[config.mk]
export PLATFORM = sky130hd
export DESIGN_NAME = demux_roteamento
export DESIGN_NICKNAME = d
export VERILOG_FILES = /design/src/rtl/roteamento_pkg.sv /design/src/rtl/canal_saida.sv /design/src/rtl/demux_roteamento.sv
export SDC_FILE = /design/constraint.sdc
export NUM_CORES = 1
export LEC_CHECK = 0
export ABC_AREA = 1
export CELL_PAD_IN_SITES_DETAIL_PLACEMENT = 1
export CELL_PAD_IN_SITES_GLOBAL_PLACEMENT = 1
export CORE_MARGIN = 2
export CORE_UTILIZATION = 34
export CTS_BUF_LIST = sky130_fd_sc_hd__clkbuf_4 sky130_fd_sc_hd__clkbuf_8
export CTS_CLUSTER_SIZE = 24
export DETAILED_ROUTE_END_ITERATION = 7
export MAX_ROUTING_LAYER = met4
export PLACE_DENSITY = 0.87
export SLEW_MARGIN = 10
export SYNTH_ARGS = -nofsm -noshare
export SYNTH_HDL_FRONTEND = slang
export SYNTH_HIERARCHICAL = 1
export SYNTH_SLANG_ARGS = --single-unit
[constraint.sdc]
create_clock -name clock -period 1.9 [get_ports clock]
set_input_delay 0.38 -clock clock [delete_from_list [all_inputs] [get_ports clock]]
set_output_delay 0.38 -clock clock [all_outputs]
set_load 0.02 [all_outputs]
[src/rtl/roteamento_pkg.sv]
// Shared widths, word/counter types and the per-channel state encoding
// for the single-input, four-output routing demultiplexer.
package roteamento_pkg;

  localparam int BITS     = 4;
  localparam int SEL_BITS = 2;
  localparam int CNT_BITS = 8;
  localparam int N_SAIDAS = 2 ** SEL_BITS;

  typedef logic [BITS-1:0]     palavra_t;
  typedef logic [CNT_BITS-1:0] contagem_t;

  typedef enum logic {
    VAZIO = 1'b0,
    CHEIO = 1'b1
  } estado_canal_t;

endpackage

[src/rtl/canal_saida.sv]
// One output channel: a one-word holding register with a valid/ready handshake
// and a wrapping count of words handed to the consumer.
module canal_saida #(
  parameter int BITS     = roteamento_pkg::BITS,
  parameter int CNT_BITS = roteamento_pkg::CNT_BITS
) (
  input  logic                clock,
  input  logic                reset_n,
  input  logic                load,
  input  logic [BITS-1:0]     dado,
  input  logic                out_ready,
  output logic                ocupado,
  output logic [BITS-1:0]     Saida,
  output logic                out_valid,
  output logic [CNT_BITS-1:0] Contagem
);
  import roteamento_pkg::*;

  estado_canal_t estado;
  logic          entrega;

  assign entrega = out_valid & out_ready;
  // A full channel can still take a new word in the same cycle its consumer drains it.
  assign ocupado = out_valid & ~out_ready;

  always_ff @(posedge clock) begin
    if (!reset_n) begin
      estado    <= VAZIO;
      out_valid <= 1'b0;
      Saida     <= '0;
      Contagem  <= '0;
    end else begin
      if (entrega) begin
        Contagem <= Contagem + 1'b1;
      end
      if (load) begin
        Saida <= dado;
      end
      if (estado == VAZIO) begin
        if (load) begin
          estado    <= CHEIO;
          out_valid <= 1'b1;
        end
      end else begin
        if (entrega && !load) begin
          estado    <= VAZIO;
          out_valid <= 1'b0;
        end
      end
    end
  end

endmodule

[src/rtl/demux_roteamento.sv]
// Routes one input stream to one of 2**SEL_BITS buffered output channels;
// only the addressed channel's occupancy can stall the producer.
module demux_roteamento #(
  parameter int BITS     = roteamento_pkg::BITS,
  parameter int SEL_BITS = roteamento_pkg::SEL_BITS,
  parameter int CNT_BITS = roteamento_pkg::CNT_BITS
) (
  input  logic                                  clock,
  input  logic                                  reset_n,
  input  logic [BITS-1:0]                       Entrada,
  input  logic [SEL_BITS-1:0]                   SEL,
  input  logic                                  in_valid,
  output logic                                  in_ready,
  output logic [2**SEL_BITS-1:0][BITS-1:0]      Saida,
  output logic [2**SEL_BITS-1:0]                out_valid,
  input  logic [2**SEL_BITS-1:0]                out_ready,
  output logic [2**SEL_BITS-1:0][CNT_BITS-1:0]  Contagem
);
  import roteamento_pkg::*;

  localparam int N_CANAIS = 2 ** SEL_BITS;

  logic [N_CANAIS-1:0] ocupado;
  logic [N_CANAIS-1:0] load;

  assign in_ready = reset_n & ~ocupado[SEL];

  generate
    for (genvar gi = 0; gi < N_CANAIS; gi++) begin : g_canal
      assign load[gi] = in_valid & in_ready & (SEL == SEL_BITS'(gi));

      canal_saida #(
        .BITS     (BITS),
        .CNT_BITS (CNT_BITS)
      ) u_canal (
        .clock     (clock),
        .reset_n   (reset_n),
        .load      (load[gi]),
        .dado      (Entrada),
        .out_ready (out_ready[gi]),
        .ocupado   (ocupado[gi]),
        .Saida     (Saida[gi]),
        .out_valid (out_valid[gi]),
        .Contagem  (Contagem[gi])
      );
    end
  endgenerate

endmodule

# Yosys cells after proc, flatten, opt, wreduce, memory -nomap -nowiden
# Cells that the tools add are included.
[op_classes] addsub=4 n_lt_le_gt_ge=1 n_bitwise=19 muxes=26 reduce_logical=17 eq_ne=7
[op_table] op="adder 8 x 1 -> 8 bit (second input constant)" count=4
[op_table] op="two-way mux 1 bit" count=25
[op_table] op="AND 1 bit" count=14
[op_table] op="inequality test 2 bit (second input constant)" count=4
[op_table] op="AND reduction 2 bit" count=4
[op_table] op="nonzero test 2 bit" count=4
[op_table] op="inverter 1 bit" count=5
[op_table] op="== test 2 bit (second input constant)" count=2
[op_table] op="logical AND 1 bit" count=4
[op_table] op="logical NOT 1 bit" count=4
[op_table] op="less-than comparator 2 x 3 -> 1 bit (second input constant)" count=1
[op_table] op="binary-select mux 1 bit (select 2 bit)" count=1
[op_table] op="== test 2 x 1 -> 1 bit (second input constant)" count=1
[op_table] op="logical NOT 2 bit" count=1
[word_totals] output_inout_bits=53 ff_bits=56 word_cells=90 inputBits=13

# Logic depth before layout (Yosys ltp)
[logic_depth] ltp_word=12 depth_mapped=11 depth_no_buf=11

# Hierarchy
# Netlist, hierarchy kept.
[by_module_without_submodules] mod="canal_saida" seq_area_each_um2=280.3 area_each_um2=585.6 instances=4 cells_per_inst=84
[by_module_without_submodules] mod="demux_roteamento" seq_area_each_um2=0.0 area_each_um2=97.6 instances=1 cells_per_inst=21

# Least setup slack after synthesis
# OpenSTA, ideal clock, no wires.
[synth_path] path_type="reg-to-reg" start="register g_canal[3].u_canal.out_valid" end="register g_canal[0].u_canal.out_valid" arrival_ns=1.479 t_required_ns=1.830 setup_ns=0.070 stages_incl_launch_ff=12 n_path_buf=0 synth_period_minus_slack_ns=1.549 setup_slack_ns=0.351 path_cell_list="dfxtp_1 -> inv_1 -> nor2_1 -> nand3_1 -> nand2_1 -> nor2_2 -> nand3_2 -> nor2_1 -> inv_1 -> o21ai_0 -> nand2_1 -> a21oi_1"
[synth_between] elab_chain_len=11 elab_cells_between_ends=12 classes_between="1 x eq/ne; 2 x mux; 5 x bitwise; 4 x reduce/logical"
[synth_rtl] item="start: declaration" line_no="canal_saida.sv:14" text="output logic out_valid,"
[synth_rtl] item="start signal: assignment" line_no="canal_saida.sv:29" text="out_valid <= 1'b0;"
[synth_rtl] item="start signal: assignment" line_no="canal_saida.sv:42" text="out_valid <= 1'b1;"
[synth_rtl] item="start signal: assignment" line_no="canal_saida.sv:47" text="out_valid <= 1'b0;"
[synth_rtl] item="AND 1 bit *" line_no="canal_saida.sv:24" text="assign ocupado = out_valid & ~out_ready;"
[synth_rtl] item="net ocupado[3]" line_no="demux_roteamento.sv:23" text="logic [N_CANAIS-1:0] ocupado;"
[synth_rtl] item="binary-select mux 1 bit (select 2 bit) *" line_no="demux_roteamento.sv:26" text="assign in_ready = reset_n & ~ocupado[SEL];"
[synth_rtl] item="two-way mux 1 bit (implied by the code) *" line_no="demux_roteamento.sv:26"
[synth_rtl] item="inverter 1 bit *" line_no="demux_roteamento.sv:26"
[synth_rtl] item="AND 1 bit *" line_no="demux_roteamento.sv:26"
[synth_rtl] item="AND 1 bit * (2 in a row)" line_no="demux_roteamento.sv:30" text="assign load[gi] = in_valid & in_ready & (SEL == SEL_BITS'(gi));"
[synth_rtl] item="net load[0]" line_no="demux_roteamento.sv:24" text="logic [N_CANAIS-1:0] load;"
[synth_rtl] item="logical NOT 1 bit" line_no="canal_saida.sv:45" text="if (entrega && !load) begin"
[synth_rtl] item="logical AND 1 bit" line_no="canal_saida.sv:45"
[synth_rtl] item="inequality test 2 bit (no line)"
[synth_rtl] item="AND reduction 2 bit (no line) *"
[synth_rtl] item="end signal: assignment" line_no="canal_saida.sv:29"
[synth_rtl] item="end signal: assignment" line_no="canal_saida.sv:42"
[synth_rtl] item="end signal: assignment" line_no="canal_saida.sv:47"
[synth_rtl] item="end: declaration" line_no="canal_saida.sv:14"
# The timed path passes the listed nets; every way through them passes the cells marked *. The select of a mux whose other input is x is not followed.
# A chain may end at the register's enable or synchronous reset.

# Worst setup path in the final report
[layout_path] start="input SEL[1]" end="register g_canal[3].u_canal.out_valid"
[layout_between] elab_chain_len=10 elab_cells_between_ends=12 classes_between="2 x eq/ne; 2 x mux; 4 x bitwise; 4 x reduce/logical"
[layout_rtl] item="start: declaration" line_no="demux_roteamento.sv:11" text="input logic [SEL_BITS-1:0] SEL,"
[layout_rtl] item="binary-select mux 1 bit (select 2 bit)" line_no="demux_roteamento.sv:26"
[layout_rtl] item="two-way mux 1 bit (implied by the code)" line_no="demux_roteamento.sv:26"
[layout_rtl] item="inverter 1 bit" line_no="demux_roteamento.sv:26"
[layout_rtl] item="AND 1 bit" line_no="demux_roteamento.sv:26"
[layout_rtl] item="AND 1 bit" line_no="demux_roteamento.sv:30"
[layout_rtl] item="AND 1 bit *" line_no="demux_roteamento.sv:30"
[layout_rtl] item="net load[3]" line_no="demux_roteamento.sv:24"
[layout_rtl] item="logical NOT 1 bit" line_no="canal_saida.sv:45"
[layout_rtl] item="logical AND 1 bit" line_no="canal_saida.sv:45"
[layout_rtl] item="inequality test 2 bit (no line)"
[layout_rtl] item="AND reduction 2 bit (no line) *"
# Marked as above.

==> flow_metrics.tcl <==
set metrics [dict create \
    register_bit_total_from_synthesis 56 \
    floorplan_row_count 30 \
    power_leakage_uw 0.00131 \
    clk_latency_ns 0.31 \
    post_synthesis_compound_gate_area_fraction_pct 10.7 \
    worstMarginPinSlew_ns 0.493 \
    cts-buffers-inserted 5 \
    groute.usage.overall_pct 19.8 \
    synth_flop_cell "sky130_fd_sc_hd__dfxtp_1" \
    end_kind "register" \
    syn_inst 357 \
    max-vdd-ir-drop_mv 0.258 \
    post_cts_buffers 0 \
    synth.mux.area_fraction_pct 0 \
    routed-via-count 2624 \
    floorplan.die_area_um2 7870 \
    reg2reg_capture_point "g_canal[3].u_canal/out_valid" \
    drt_iter0_drc 89 \
    io_buffers 65 \
    finalMaxSlewViolations 0 \
    timing.critical_path.from_type "input pin" \
    power.share.sequential_pct 56.5 \
    run_status "complete, no violations" \
    yosys.area_share.xor_xnor_pct 0 \
    worstHoldStart "g_canal[0].u_canal/estado" \
    synth_largest_type_area_fraction_pct 45.9 \
    synthMostInstantiatedCell "sky130_fd_sc_hd__nor2_1" \
    vias_per_cell 4.83 \
    clkSlewWorstSetupHoldPaths_ns 0.10 \
    area.growth.synth_to_final_pct 41.5 \
    die_h_um 88.7 \
    detailedRoute.firstPassIterationCount 4 \
    synth.top_cells.by_count "sky130_fd_sc_hd__nor2_1 (104), sky130_fd_sc_hd__dfxtp_1 (56), sky130_fd_sc_hd__nand2_1 (49), sky130_fd_sc_hd__o21ai_0 (32), sky130_fd_sc_hd__inv_1 (30)" \
    synth_edf_count 0 \
    slew-limit-headroom_pct 67.1 \
    fraction_of_power_spent_switching_nets_pct 24.4 \
    grt_setup_unrepaired "yes" \
    criticalPathCategory "input pin to register" \
    post_drt_wl_per_cell_um 13.3 \
    postRouteAntennaNets 0 \
    finish.net_count 463 \
    synth_area_leaders "sky130_fd_sc_hd__dfxtp_1 (46%), sky130_fd_sc_hd__nor2_1 (16%), sky130_fd_sc_hd__nand2_1 (7.5%), sky130_fd_sc_hd__o21ai_0 (6.6%), sky130_fd_sc_hd__nand3_1 (5.5%)" \
    report.final.hold_viol_count 0 \
    power.net_switching_uw 523 \
    synth_top_family_by_area "simple AND/OR/NAND/NOR gates" \
    clock_tree_from_tritoncts "built" \
    timing.critical_path.arrival_ns 2.10 \
    synth-seq-area-share_pct 45.9 \
    num_io_pins 66 \
    hold_path.class "register to register" \
    max-cap-violations 0 \
    power-per-cell-area_nw_per_um2 621 \
    synth-adder-area-share_pct 2.05 \
    worst_r2r_startpoint "g_canal[2].u_canal/out_valid" \
    routed_wl_um 7250 \
    place_congestion 0.823 \
    place_inst 535 \
    timing.critical_path.fanout_max 4 \
    grt_first_pass_wirelength_um 12000 \
    max_clock_freq_mhz 539 \
    fillCellCount 912 \
    period_minus_slack_ns 1.86 \
    ctsLongestPathBuffers 2 \
    worst-r2r-setup-slack_ns 0.28 \
    setup_viol 0 \
    share_of_post_route_cells_with_drive_strength_above_1_pct 9.62 \
    synth_async_sr_flop_share_pct 0 \
    post-dp-hpwl_um 5500 \
    required_ns 2.15 \
    total_congestion_overflow 0 \
    drcViolationCount 0 \
    postSynthAreaPerCell_um2 6.83 \
    worst_reg2reg_path_depth 12 \
    clock_power_share_pct 33.1 \
    synth_net_count 374 \
    die_width_um 88.7 \
    grt_max_degree 53 \
    cellInternalPower_uw 1620 \
    stdcell_count 543 \
    fin_skew_ns 0.00522 \
    post-route-period-util_pct 97.7 \
    numClockSinks 56 \
    comb_power_share_pct 10.4 \
    fp.coreArea_um2 6870 \
    netlist.top_cell.by_area "sky130_fd_sc_hd__dfxtp_1" \
    yosys_warnings 6 \
    whs_endpoint "g_canal[0].u_canal/out_valid" \
    grt_pass1_vias 2629 \
    hold_path_depth 1 \
    syn_area_um2 2440 \
    h-tree-depth 2 \
    floorplan.initialDensity_pct 35.5 \
    n_antenna_cell 0 \
    synthDistinctLibCells 14 \
    initial_antenna_violation_count 0 \
    cts_root_buffer "sky130_fd_sc_hd__clkbuf_8" \
    synth_simple_gate_area_share_pct 35.6 \
    fraction_of_the_core_area_covered_by_cells_at_the_end_of_the_flow_pct 50.3 \
]
-- cell type report --
type	instances	area, µm²	area share, %
Clock buffer	8	97.6	2.83
Inverter	32	120	3.48
Multi-Input combinational cell	265	1190	34.5
Sequential cell	56	1120	32.5
Tap cell	96	120	3.48
Timing Repair Buffer	86	805	23.3
-- cell usage in the layout (no fill, tap or decap) --
| cell type | Yosys | layout |
|---|---|---|
| sky130_fd_sc_hd__clkdlybuf4s50_1 | 0 | 63 |
| sky130_fd_sc_hd__nor2_1 | 104 | 103 |
| sky130_fd_sc_hd__buf_4 | 0 | 22 |
| sky130_fd_sc_hd__nand3_1 | 27 | 27 |
| sky130_fd_sc_hd__clkbuf_4 | 0 | 2 |
| sky130_fd_sc_hd__inv_2 | 2 | 2 |
| sky130_fd_sc_hd__ha_1 | 4 | 4 |
| sky130_fd_sc_hd__nand2_1 | 49 | 49 |
| sky130_fd_sc_hd__dfxtp_1 | 56 | 56 |
| sky130_fd_sc_hd__a21oi_2 | 0 | 1 |
| sky130_fd_sc_hd__inv_1 | 30 | 30 |
| sky130_fd_sc_hd__nor2_2 | 6 | 7 |
| sky130_fd_sc_hd__dlygate4sd2_1 | 0 | 1 |
| sky130_fd_sc_hd__o21ai_0 | 32 | 30 |
| sky130_fd_sc_hd__nor3_1 | 21 | 20 |
| sky130_fd_sc_hd__o21ai_1 | 0 | 2 |
| sky130_fd_sc_hd__a21oi_1 | 20 | 19 |
| sky130_fd_sc_hd__nand2_2 | 1 | 1 |
| sky130_fd_sc_hd__clkbuf_8 | 0 | 6 |
| sky130_fd_sc_hd__nand3_2 | 1 | 1 |
| sky130_fd_sc_hd__nor3_2 | 0 | 1 |
-- worst max-delay path: stages --
cell and delay [ns]:
sky130_fd_sc_hd__clkdlybuf4s50_1 0.45, sky130_fd_sc_hd__buf_4 0.16, sky130_fd_sc_hd__nand3_1 0.07, sky130_fd_sc_hd__nand2_1 0.08, sky130_fd_sc_hd__buf_4 0.14, sky130_fd_sc_hd__nor2_2 0.08
sky130_fd_sc_hd__nand3_2 0.12, sky130_fd_sc_hd__nor2_1 0.18, sky130_fd_sc_hd__inv_1 0.08, sky130_fd_sc_hd__o21ai_0 0.15, sky130_fd_sc_hd__nand2_1 0.08, sky130_fd_sc_hd__a21oi_2 0.12
-- timing repair --
item	4_1_cts	5_1_grt
setup endpoints to repair	1	6
resized for setup	6	6
hold buffers	0	0
gates cloned	0	0
-- how the worst max path moves through the flow --
stage / start / end / cells past startpoint
2_1_floorplan: g_canal[3].u_canal/out_valid / g_canal[0].u_canal/out_valid / 11
3_3_place_gp: SEL[0] / in_ready / 6
3_5_place_dp: SEL[0] / in_ready / 6
4_1_cts: out_ready[1] / in_ready / 6
5_1_grt: SEL[1] / g_canal[3].u_canal/Saida[2] / 12
6_report: SEL[1] / g_canal[3].u_canal/out_valid / 12
-- power groups by stage --
| stage | Combinational, µW | Sequential, µW | Clock [µW] |
|---|---|---|---|
| 2_1_floorplan | 67.1 | 1260 | 0 |
| 3_3_place_gp | 216 | 1240 | 0 |
| 3_5_place_dp | 224 | 1240 | 0 |
| 4_1_cts | 223 | 1210 | 738 |
| 5_1_grt | 245 | 1220 | 791 |
| 6_report | 224 | 1210 | 710 |
-- kinds of logic after synthesis --
family,after synthesis
simple gates,209
compound gates,52
flops,56
buf+inv,36
fa+ha+maj,4
-- metal layers --
metal	part of all wire (%)	GRT usage (%)	up-vias	wire, µm
li1	-	-	1327	-
met1	46	24.5	1234	3330
met2	50	32.8	50	3600
met3	2.6	3.26	13	191
met4	1.8	6.61	0	127
met5	0	-	-	0
-- registers in the layout, indices dropped and copies added (netlist names) --
name                       flops
g_canal.u_canal/Contagem      32
g_canal.u_canal/Saida         16
g_canal.u_canal/estado         4
g_canal.u_canal/out_valid      4
-- through the flow --
step                power, µW  hold WS, ns  setup slack (ns)  instance area, µm²  TNS (ns)
finish                   2140        0.460            0.0432                3450         0
global route             2250        0.471           -0.0573                3450    -0.239
CTS                      2170        0.453            0.0335                3440         0
detailed placement       1460        0.439            -0.484                3350     -6.39
global placement         1450        0.422            -0.425                3350     -3.57
floorplan                1330        0.414             0.351                2440         0
Power figures use the tool's default switching activity.
